<file path="src/rtl/instr_fetch_unit_pkg.sv">
// Shared fetch types: fetch FSM states, queued entry layout, opcode constants.
// Imported by the fetch queue and the fetch unit top.
package fetch_pkg;

  localparam logic [31:0] NOP_INSTR  = 32'h0000_0013;
  localparam logic [6:0]  OPC_JAL    = 7'b1101111;
  localparam logic [6:0]  OPC_BRANCH = 7'b1100011;

  typedef enum logic [1:0] {
    BOOT = 2'd0,
    RUN  = 2'd1,
    HOLD = 2'd2
  } fetch_state_e;

  typedef struct packed {
    logic [31:0] pc;
    logic [31:0] instr;
    logic        pred;
  } fetch_entry_t;

endpackage

</file>
<file path="src/rtl/instr_fetch_unit_if.sv">
// Fetch bus: instruction-memory request/response plus the
// valid/ready decode-side queue head.
interface instr_fetch_unit_if;

  logic [31:0] imem_addr_o;
  logic [31:0] imem_instr_i;
  logic        valid_o;
  logic        ready_i;
  logic [31:0] instr_o;
  logic [31:0] pc_o;
  logic        pred_taken_o;

  modport master (
    output imem_addr_o,
    input  imem_instr_i,
    output valid_o,
    input  ready_i,
    output instr_o,
    output pc_o,
    output pred_taken_o
  );

  modport slave (
    input  imem_addr_o,
    output imem_instr_i,
    input  valid_o,
    output ready_i,
    input  instr_o,
    input  pc_o,
    input  pred_taken_o
  );

endinterface

</file>
<file path="src/rtl/instr_fetch_unit_queue.sv">
// Synchronous fetch-entry FIFO with push/pop and synchronous clear.
// Pointers carry an extra wrap bit to tell full from empty.
module fetch_queue
  import fetch_pkg::*;
#(
  parameter int DEPTH = 2
) (
  input  logic                   clk_i,
  input  logic                   rst_ni,
  input  logic                   clear_i,
  input  logic                   push_i,
  input  logic                   pop_i,
  input  fetch_entry_t           wdata_i,
  output fetch_entry_t           rdata_o,
  output logic                   full_o,
  output logic                   empty_o,
  output logic [$clog2(DEPTH):0] count_o
);

  localparam int AW = $clog2(DEPTH);

  logic [AW:0]  wr_ptr_q, wr_ptr_d;
  logic [AW:0]  rd_ptr_q, rd_ptr_d;
  fetch_entry_t mem_q [DEPTH];

  assign empty_o = (wr_ptr_q == rd_ptr_q);
  assign full_o  = (wr_ptr_q[AW] != rd_ptr_q[AW]) &&
                   (wr_ptr_q[AW-1:0] == rd_ptr_q[AW-1:0]);
  assign count_o = wr_ptr_q - rd_ptr_q;
  assign rdata_o = mem_q[rd_ptr_q[AW-1:0]];

  always_comb begin
    wr_ptr_d = wr_ptr_q;
    rd_ptr_d = rd_ptr_q;
    if (clear_i) begin
      wr_ptr_d = '0;
      rd_ptr_d = '0;
    end else begin
      if (push_i) wr_ptr_d = wr_ptr_q + (AW+1)'(1);
      if (pop_i)  rd_ptr_d = rd_ptr_q + (AW+1)'(1);
    end
  end

  always_ff @(posedge clk_i) begin
    if (!rst_ni) begin
      wr_ptr_q <= '0;
      rd_ptr_q <= '0;
    end else begin
      wr_ptr_q <= wr_ptr_d;
      rd_ptr_q <= rd_ptr_d;
    end
  end

  // Storage needs no reset; empty_o masks stale slots.
  always_ff @(posedge clk_i) begin
    if (push_i && !clear_i) mem_q[wr_ptr_q[AW-1:0]] <= wdata_i;
  end

endmodule

</file>
<file path="src/rtl/instr_fetch_unit.sv">
// Instruction fetch unit: drives imem, queues {pc, instr, pred} for decode.
// Define FETCH_STATIC_PREDICT_EN to follow JAL and backward branches.
module instr_fetch_unit
  import fetch_pkg::*;
#(
  parameter logic [31:0] RESET_PC   = 32'h0000_0000,
  parameter int          FIFO_DEPTH = 2
) (
  input  logic                clk_i,
  input  logic                rst_i,
  input  logic                stall_i,
  input  logic                flush_i,
  input  logic [31:0]         redirect_pc_i,
  instr_fetch_unit_if.master  bus
);

  fetch_state_e state_q, state_d;
  logic [31:0]  fetch_pc_q, fetch_pc_d;
  logic [31:0]  next_pc;
  logic         next_pred;
  logic         flush_act;
  logic         push;
  logic         pop;
  logic         q_full;
  logic         q_empty;
  fetch_entry_t q_head;
  fetch_entry_t q_wdata;
  logic [$clog2(FIFO_DEPTH):0] q_count;
  logic         unused_bits;

  assign unused_bits = ^{redirect_pc_i[1:0], q_count};

  assign flush_act = flush_i && (state_q != BOOT);
  assign pop  = !q_empty && bus.ready_i && !flush_act;
  assign push = (state_q == RUN) && !stall_i && !flush_act &&
                (!q_full || pop);

`ifdef FETCH_STATIC_PREDICT_EN
  logic [31:0] instr;
  logic [31:0] j_imm;
  logic [31:0] b_imm;
  logic        is_jal;
  logic        is_bwd_br;

  assign instr = bus.imem_instr_i;
  assign j_imm = {{11{instr[31]}}, instr[31], instr[19:12],
                  instr[20], instr[30:21], 1'b0};
  assign b_imm = {{19{instr[31]}}, instr[31], instr[7],
                  instr[30:25], instr[11:8], 1'b0};
  assign is_jal    = (instr[6:0] == OPC_JAL);
  assign is_bwd_br = (instr[6:0] == OPC_BRANCH) && instr[31];

  always_comb begin
    next_pc   = fetch_pc_q + 32'd4;
    next_pred = 1'b0;
    unique case (1'b1)
      is_jal: begin
        next_pc   = fetch_pc_q + j_imm;
        next_pred = 1'b1;
      end
      is_bwd_br: begin
        next_pc   = fetch_pc_q + b_imm;
        next_pred = 1'b1;
      end
      default: ;
    endcase
  end
`else
  assign next_pc   = fetch_pc_q + 32'd4;
  assign next_pred = 1'b0;
`endif

  always_comb begin
    state_d = state_q;
    unique case (state_q)
      BOOT: state_d = RUN;
      RUN:  if (flush_i) state_d = RUN;
            else if (stall_i) state_d = HOLD;
      HOLD: if (flush_i || !stall_i) state_d = RUN;
      default: state_d = BOOT;
    endcase
  end

  // A redirect wins over any push in the same cycle.
  always_comb begin
    fetch_pc_d = fetch_pc_q;
    if (flush_act) fetch_pc_d = {redirect_pc_i[31:2], 2'b00};
    else if (push) fetch_pc_d = next_pc;
  end

  always_ff @(posedge clk_i) begin
    if (!rst_i) begin
      state_q    <= BOOT;
      fetch_pc_q <= RESET_PC;
    end else begin
      state_q    <= state_d;
      fetch_pc_q <= fetch_pc_d;
    end
  end

  assign q_wdata = '{pc: fetch_pc_q, instr: bus.imem_instr_i,
                     pred: next_pred};

  fetch_queue #(
    .DEPTH (FIFO_DEPTH)
  ) u_queue (
    .clk_i   (clk_i),
    .rst_ni  (rst_i),
    .clear_i (flush_act),
    .push_i  (push),
    .pop_i   (pop),
    .wdata_i (q_wdata),
    .rdata_o (q_head),
    .full_o  (q_full),
    .empty_o (q_empty),
    .count_o (q_count)
  );

  assign bus.imem_addr_o  = fetch_pc_q;
  assign bus.valid_o      = !q_empty;
  assign bus.instr_o      = q_empty ? NOP_INSTR : q_head.instr;
  assign bus.pc_o         = q_empty ? 32'h0 : q_head.pc;
  assign bus.pred_taken_o = !q_empty && q_head.pred;

endmodule

</file>
<file path="src/flat_wrapper.sv">
// flat-port wrapper written by rule: the top's interface ports become plain ports
module instr_fetch_unit_flat import fetch_pkg::*;
#(
  parameter logic [31:0] RESET_PC   = 32'h0000_0000,
  parameter int          FIFO_DEPTH = 2
)
  (clk_i, rst_i, stall_i, flush_i, redirect_pc_i, bus_imem_addr_o, bus_imem_instr_i, bus_valid_o, bus_ready_i, bus_instr_o, bus_pc_o, bus_pred_taken_o);
  instr_fetch_unit_if bus_i ();
  input  logic clk_i;
  input  logic rst_i;
  input  logic stall_i;
  input  logic flush_i;
  input  logic [31:0] redirect_pc_i;
  output wire logic [$bits(bus_i.imem_addr_o)-1:0] bus_imem_addr_o;
  input wire logic [$bits(bus_i.imem_instr_i)-1:0] bus_imem_instr_i;
  output wire logic [$bits(bus_i.valid_o)-1:0] bus_valid_o;
  input wire logic [$bits(bus_i.ready_i)-1:0] bus_ready_i;
  output wire logic [$bits(bus_i.instr_o)-1:0] bus_instr_o;
  output wire logic [$bits(bus_i.pc_o)-1:0] bus_pc_o;
  output wire logic [$bits(bus_i.pred_taken_o)-1:0] bus_pred_taken_o;
  assign bus_imem_addr_o = bus_i.imem_addr_o;
  assign bus_i.imem_instr_i = bus_imem_instr_i;
  assign bus_valid_o = bus_i.valid_o;
  assign bus_i.ready_i = bus_ready_i;
  assign bus_instr_o = bus_i.instr_o;
  assign bus_pc_o = bus_i.pc_o;
  assign bus_pred_taken_o = bus_i.pred_taken_o;
  instr_fetch_unit #(.RESET_PC(RESET_PC), .FIFO_DEPTH(FIFO_DEPTH)) u_core (.clk_i(clk_i), .rst_i(rst_i), .stall_i(stall_i), .flush_i(flush_i), .redirect_pc_i(redirect_pc_i), .bus(bus_i));
endmodule
</file>
<file path="config.mk">
export PLATFORM = sky130hd
export DESIGN_NAME = instr_fetch_unit_flat
export DESIGN_NICKNAME = d
export VERILOG_FILES = /design/src/rtl/instr_fetch_unit_pkg.sv /design/src/rtl/instr_fetch_unit_if.sv /design/src/rtl/instr_fetch_unit_queue.sv /design/src/rtl/instr_fetch_unit.sv /design/src/flat_wrapper.sv
export SDC_FILE = /design/constraint.sdc
export NUM_CORES = 1
export LEC_CHECK = 0
export CAP_MARGIN = 10
export CORE_ASPECT_RATIO = 1.25
export CORE_MARGIN = 2
export CORE_UTILIZATION = 26
export CTS_CLUSTER_DIAMETER = 200
export CTS_CLUSTER_SIZE = 20
export DETAILED_ROUTE_END_ITERATION = 16
export PLACE_DENSITY = 0.55
export SYNTH_ARGS = -nofsm -noshare
export SYNTH_HDL_FRONTEND = slang
export SYNTH_SLANG_ARGS = --single-unit
</file>
<file path="constraint.sdc">
create_clock -name clk_i -period 6.5 [get_ports clk_i]
set_clock_uncertainty 0.15 [all_clocks]
set_input_delay 1.3 -clock clk_i [delete_from_list [all_inputs] [get_ports clk_i]]
set_output_delay 1.3 -clock clk_i [all_outputs]
set_load 0.1 [all_outputs]
</file>
* Word-level counts from Yosys, hierarchy flattened
Memory sizes are Yosys's and may differ from the RTL's. A register that Yosys moved wholly into a read port is not among the register bits. Index checks and enable logic that the tools add are counted.
Word-level totals: bits of input ports 69, logic and storage cells 49, bits in writable memories 128, flip-flop bits (word level) 38, memories kept 1, output and inout port bits 98
Operators by class: mux-type cells 12, add/sub/neg operators 3, bitwise operators 1, reductions and logical operators 20, equal/unequal tests 7
Memory list:
- u_core.u_queue.mem_q | words 2, bits a word 64, read ports 1, clocked after Yosys merged registers in 1, write ports 1, line instr_fetch_unit_queue.sv:24 | fetch_entry_t mem_q [DEPTH];
Operators by type and width (count):
- $mux 32 | 4
- $add 32x3->32 const B | 1
- $logic_and 1x1->1 | 8
- $mux 2 | 3
- $pmux 2 s3 | 1
- $add 2x1->2 const B | 2
- $logic_not 1->1 | 4
- $mux 1 | 4
- $reduce_bool 2->1 | 2
- $ne 3x3->1 const B | 1
- $eq 2x1->1 const B | 1
- $eq 2x2->1 | 1
- $eq 2x2->1 const B | 1
- $logic_not 2->1 | 1
- $logic_or 1x1->1 | 2
- $ne 2x1->1 const B | 1
- $reduce_and 2->1 | 1
- $reduce_or 2->1 | 1
- $eq 1x1->1 | 1
- $logic_and 1x1->1 const B | 1
- $ne 1x1->1 | 1
- $not 1->1 | 1

* Longest topological paths before layout
depth after elaboration 9, mapped depth 7, gate-level depth less buffers 6

* Hierarchy
Synthesis repeated with hierarchy kept, for this count alone.
Second synthesis, totals: cells, all modules 536, area, all modules 7409.6 µm²
By module, submodules not included:
- fetch_queue | seq. area each 4003.8 µm², area each 5138.7 µm², times used 1, cells an instance 228
- instr_fetch_unit | seq. area each 640.6 µm², area each 2270.9 µm², times used 1, cells an instance 308

* Worst setup path after synthesis
No wires, ideal clock.
path type input to register, from input flush_i, to memory u_core.u_queue.mem_q[0][0] in the netlist's numbering (enable), data arrival time 4.550 ns, data required time 5.868 ns, stages on the path 4, path slack 1.318 ns, library setup time 0.482 ns, buffers on the path 1, cells stage by stage nor4b_4 -> o31ai_1 -> buf_2 -> nor2_1
On the way: cells in the longest elaborated chain, start to end 8, elaborated cells on any way between the ends 9, those cells by class mux: 2; reduce/logical: 7
Ends and longest elaborated chain:
- from (decl) | line flat_wrapper.sv:12 | input logic flush_i;
- $logic_and 1x1->1 * | line instr_fetch_unit.sv:33 | assign flush_act = flush_i && (state_q != BOOT);
- $logic_not 1->1 * | line instr_fetch_unit_queue.sv:56, instr_fetch_unit.sv:34, instr_fetch_unit.sv:35
- $logic_and 1x1->1 | line instr_fetch_unit.sv:34 | assign pop = !q_empty && bus.ready_i && !flush_act;
- $logic_or 1x1->1 | line instr_fetch_unit.sv:36 | (!q_full || pop);
- $logic_and 1x1->1 | line instr_fetch_unit.sv:35 | assign push = (state_q == RUN) && !stall_i && !flush_act &&
- $logic_and 1x1->1 * | line instr_fetch_unit_queue.sv:56 | if (push_i && !clear_i) mem_q[wr_ptr_q[AW-1:0]] <= wdata_i;
- $mux 1 * | line instr_fetch_unit_queue.sv:56
- $mux 1 (not written as such) * | line instr_fetch_unit_queue.sv:56
- to (decl) | line instr_fetch_unit_queue.sv:24
Every way passes the cells marked *; elsewhere a longest branch is shown, timed or not.

* Final worst setup path
from register u_core.u_queue.wr_ptr_q[1], to output bus_pc_o[29]
On the way: cells in the longest elaborated chain, start to end 2
Ends and longest elaborated chain:
- from (decl) | line instr_fetch_unit_queue.sv:22 | logic [AW:0] wr_ptr_q, wr_ptr_d;
- from (signal assigned) | line instr_fetch_unit_queue.sv:49 | wr_ptr_q <= wr_ptr_d;
- $eq 2x2->1 | line instr_fetch_unit_queue.sv:26 | assign empty_o = (wr_ptr_q == rd_ptr_q);
- $mux 32 | line instr_fetch_unit.sv:122 | assign bus.pc_o = q_empty ? 32'h0 : q_head.pc;
- to (decl) | line flat_wrapper.sv:19 | output wire logic [$bits(bus_i.pc_o)-1:0] bus_pc_o;
No other way between the ends.

==> qor.yml <==
worst_setup_path:
  cp_slowest_cell: "clkdlybuf4s50_1"
  critPathMaxStageDelay_ps: 1030
  critPathRequiredTime_ps: 5050
  path_cells: "xnor2_1 > nor2b_4 > buf_4 > nor2_1 > clkdlybuf4s50_1"
  worst-endpoint-arrival_ps: 3490
  end_kind: "output port"
  critical_path_buf_inv_count: 2
  worstSetupStartpointType: "register"
  crit_type: "reg -> out"
  crit_family: "buffers and inverters"
  crit_fanout: 48
finish:
  drive_gt1_share_pct: 7.04
  area_growth_pct: 37.2
  layout_commonest_cell: "clkdlybuf4s50_1"
  n_antenna_cell: 0
  stdcell_area_um2: 9380
  mostFrequentLayoutCells: "clkdlybuf4s50_1, edfxtp_1, nor2_1"
  nets: 753
power:
  internal_power_mw: 1.89
  seq_power_share_pct: 44.5
  power.density_nw_per_um2: 281
  switching_power_mw: 0.755
  swShare_pct: 28.6
  leakage_nw: 2.86
  peakVddDrop_uv: 154
  pwr-share-clk_pct: 38.4
  p_comb_share_pct: 17.0
floorplan:
  io-pin-count: 167
  die_area_um2: 27600
  die_w_um: 149
  core_area_um2: 25900
  die_h_um: 185
  initial_core_util_pct: 26.4
  row_count: 66
place:
  dp_hpwl_um: 11700
  placed_cell_area_um2: 8780
  gp_congestion: 0.735
  io_buffers: 159
clock_network:
  worst_skew_pair.late_latency_ps: 420
  root_buffer: "clkbuf_16"
  cts_hold_buffers: 0
  clkTransAtPathRegs_ps: 60
  cts_buffers: 17
  cts_tree: "done"
  clock_path_buffers: 2
  cts_resized: 0
  cts_num_sinks: 161
  cts.htree.levels: 4
  postCtsSetupBuffers: 0
synthesis:
  ys_async_sr_fraction_pct: 0
  syn_area_um2: 6840
  synth_top_area_share_pct: 54.5
  synth_enable_flop_cells: 124
  synthCells: 530
  synth_cell_types: 52
  synth_ff_type: "edfxtp_1"
  yosysSeqAreaShare_pct: 65.3
  yosysWarnings: 0
  synth-seq-cells: 161
  yosys-top-cells-area: "edfxtp_1, dfxtp_1, mux2i_1"
  postSynthAreaPerCell_um2: 12.9
  post-synth-top-area-cell: "edfxtp_1"
sta:
  worst_slew_pin_slew_ps: 1040
  setup_viol: 0
  min_period_over_period_pct: 76.0
  fmax_mhz: 202
  final-hold-violation-count: 0
  rsz0062_at_grt: "false"
  fin_crit_ps: 4940
  drv_slew: 0
  setup-tns-final_ps: 0
  slew_headroom_pct: 30.1
routing:
  wire_per_inst_um: 17.1
  drt_iter0_drc: 191
  drt_pass1_iterations: 4
  vias: 4722
  drc: 0
  ant_nets: 0
  vias_per_cell: 4.56
  routed_wl_um: 17700
grt:
  antenna_found_initial: 0
  grt_max_degree: 64
  overflow: 0
  grt_pass1_wl_um: 26500
  first_global_vias: 4560
  grtUsageTotal_pct: 12.9
flow_run:
  cap_violations: 0
run_status:
  outcome: "complete, no violations"
hold_path:
  hp-class: "reg -> reg"
[state kept, by name (all words and copies together) (netlist names), named ones only]
signal and count:
u_core.bus.imem_addr_o 30, u_core.state_q 2, u_core.u_queue.mem_q 124, u_core.u_queue.rd_ptr_q 2, u_core.u_queue.wr_ptr_q 2
[final timing paths]
check | cells past startpoint | start | slack, ps | endpoint
worst max-delay path | 5 | u_core.u_queue.wr_ptr_q[1]$_SDFFE_PP0P_ | 1560 | bus_pc_o[29]
worst min register to register | 2 | u_core.u_queue.rd_ptr_q[1]$_SDFFE_PP0P_ | 390 | u_core.u_queue.rd_ptr_q[1]$_SDFFE_PP0P_
worst min-delay path | 2 | u_core.u_queue.rd_ptr_q[1]$_SDFFE_PP0P_ | 390 | u_core.u_queue.rd_ptr_q[1]$_SDFFE_PP0P_
worst max register to register | 3 | u_core.u_queue.wr_ptr_q[0]$_SDFFE_PP0P_ | 3670 | u_core.u_queue.mem_q[1][5]$_DFFE_PP_
[through the flow]
stage | total power, mW | utilization, % | cells | hold slack [ps] | setup slack [ps]
4_1_cts | 2.68 | 36.2 | 1036 | 400 | 1470
5_1_grt | 2.73 | 36.2 | 1036 | 425 | 1360
3_5_place_dp | 1.65 | 33.9 | 1004 | 385 | 1960
3_3_place_gp | 1.65 | 33.9 | 1004 | 366 | 1960
6_report | 2.64 | 36.2 | 1036 | 388 | 1560
2_1_floorplan | 1.51 | - | 534 | 349 | 1320
[kinds of logic (layout without fill, tap and decap cells)]
logic type,count (synthesis),in the layout,share of synthesized area [%]
AO/OA/AOI/OAI,73,73,7.03
XOR/XNOR,26,26,3.44
adder cells (fa/ha/maj),2,2,0.329
buffers and inverters,40,202,2.69
flip-flops,161,161,65.3
multiplexers,62,62,9.08
other,1,5,0.0549
AND/OR/NAND/NOR,165,165,12.1
[Yosys cell counts (2+ instances only)]
library cell,n
and4_1,5
nand2_1,23
a211oi_1,3
dfxtp_1,37
buf_1,5
a22oi_1,13
buf_4,6
and3_1,5
a21oi_1,14
o21a_1,2
buf_2,9
edfxtp_1,124
o21ai_0,12
clkbuf_1,14
nand4_1,9
a31oi_1,6
mux2i_1,62
nor3_1,8
xor2_1,7
o22ai_1,13
inv_1,4
xnor2_1,18
or3_1,2
nor2_1,79
nor4_1,5
nor2b_1,3
nand3_1,11
and2_1,5
nor3_2,2
o31a_1,2
[routing by layer]
metal / wire length (µm) / up-vias / track usage, %
li1: - / 2269 / -
met1: 7680 / 2321 / 15.5
met2: 9110 / 117 / 22.5
met3: 604 / 15 / 2.96
met4: 276 / 0 / 5.10
met5: 0 / - / 0
[worst min-delay path: cells and delay by family, from the launching register on]
family	cells	cell delay, ps
xor+xnor	1	70
simple gates	1	80
flops	1	350
[power by group through the flow]
stage | logic, mW | registers, mW | clock network, mW
after floorplan | 0.248 | 1.26 | 0
after global placement | 0.451 | 1.20 | 0
after detailed placement | 0.453 | 1.20 | 0
after CTS | 0.453 | 1.18 | 1.05
after global routing | 0.469 | 1.18 | 1.08
final | 0.449 | 1.18 | 1.01
[cell type report]
class | instances | area [µm²]
clock inverters | 9 | 131
inverters | 6 | 22.5
flip-flops and latches | 161 | 4470
clock buffers | 23 | 468
well taps | 340 | 425
multi-input cells | 333 | 2230
repair buffers | 164 | 1640
fillers | 2597 | 16500
Note: power is estimated with default switching activity, not from simulation.
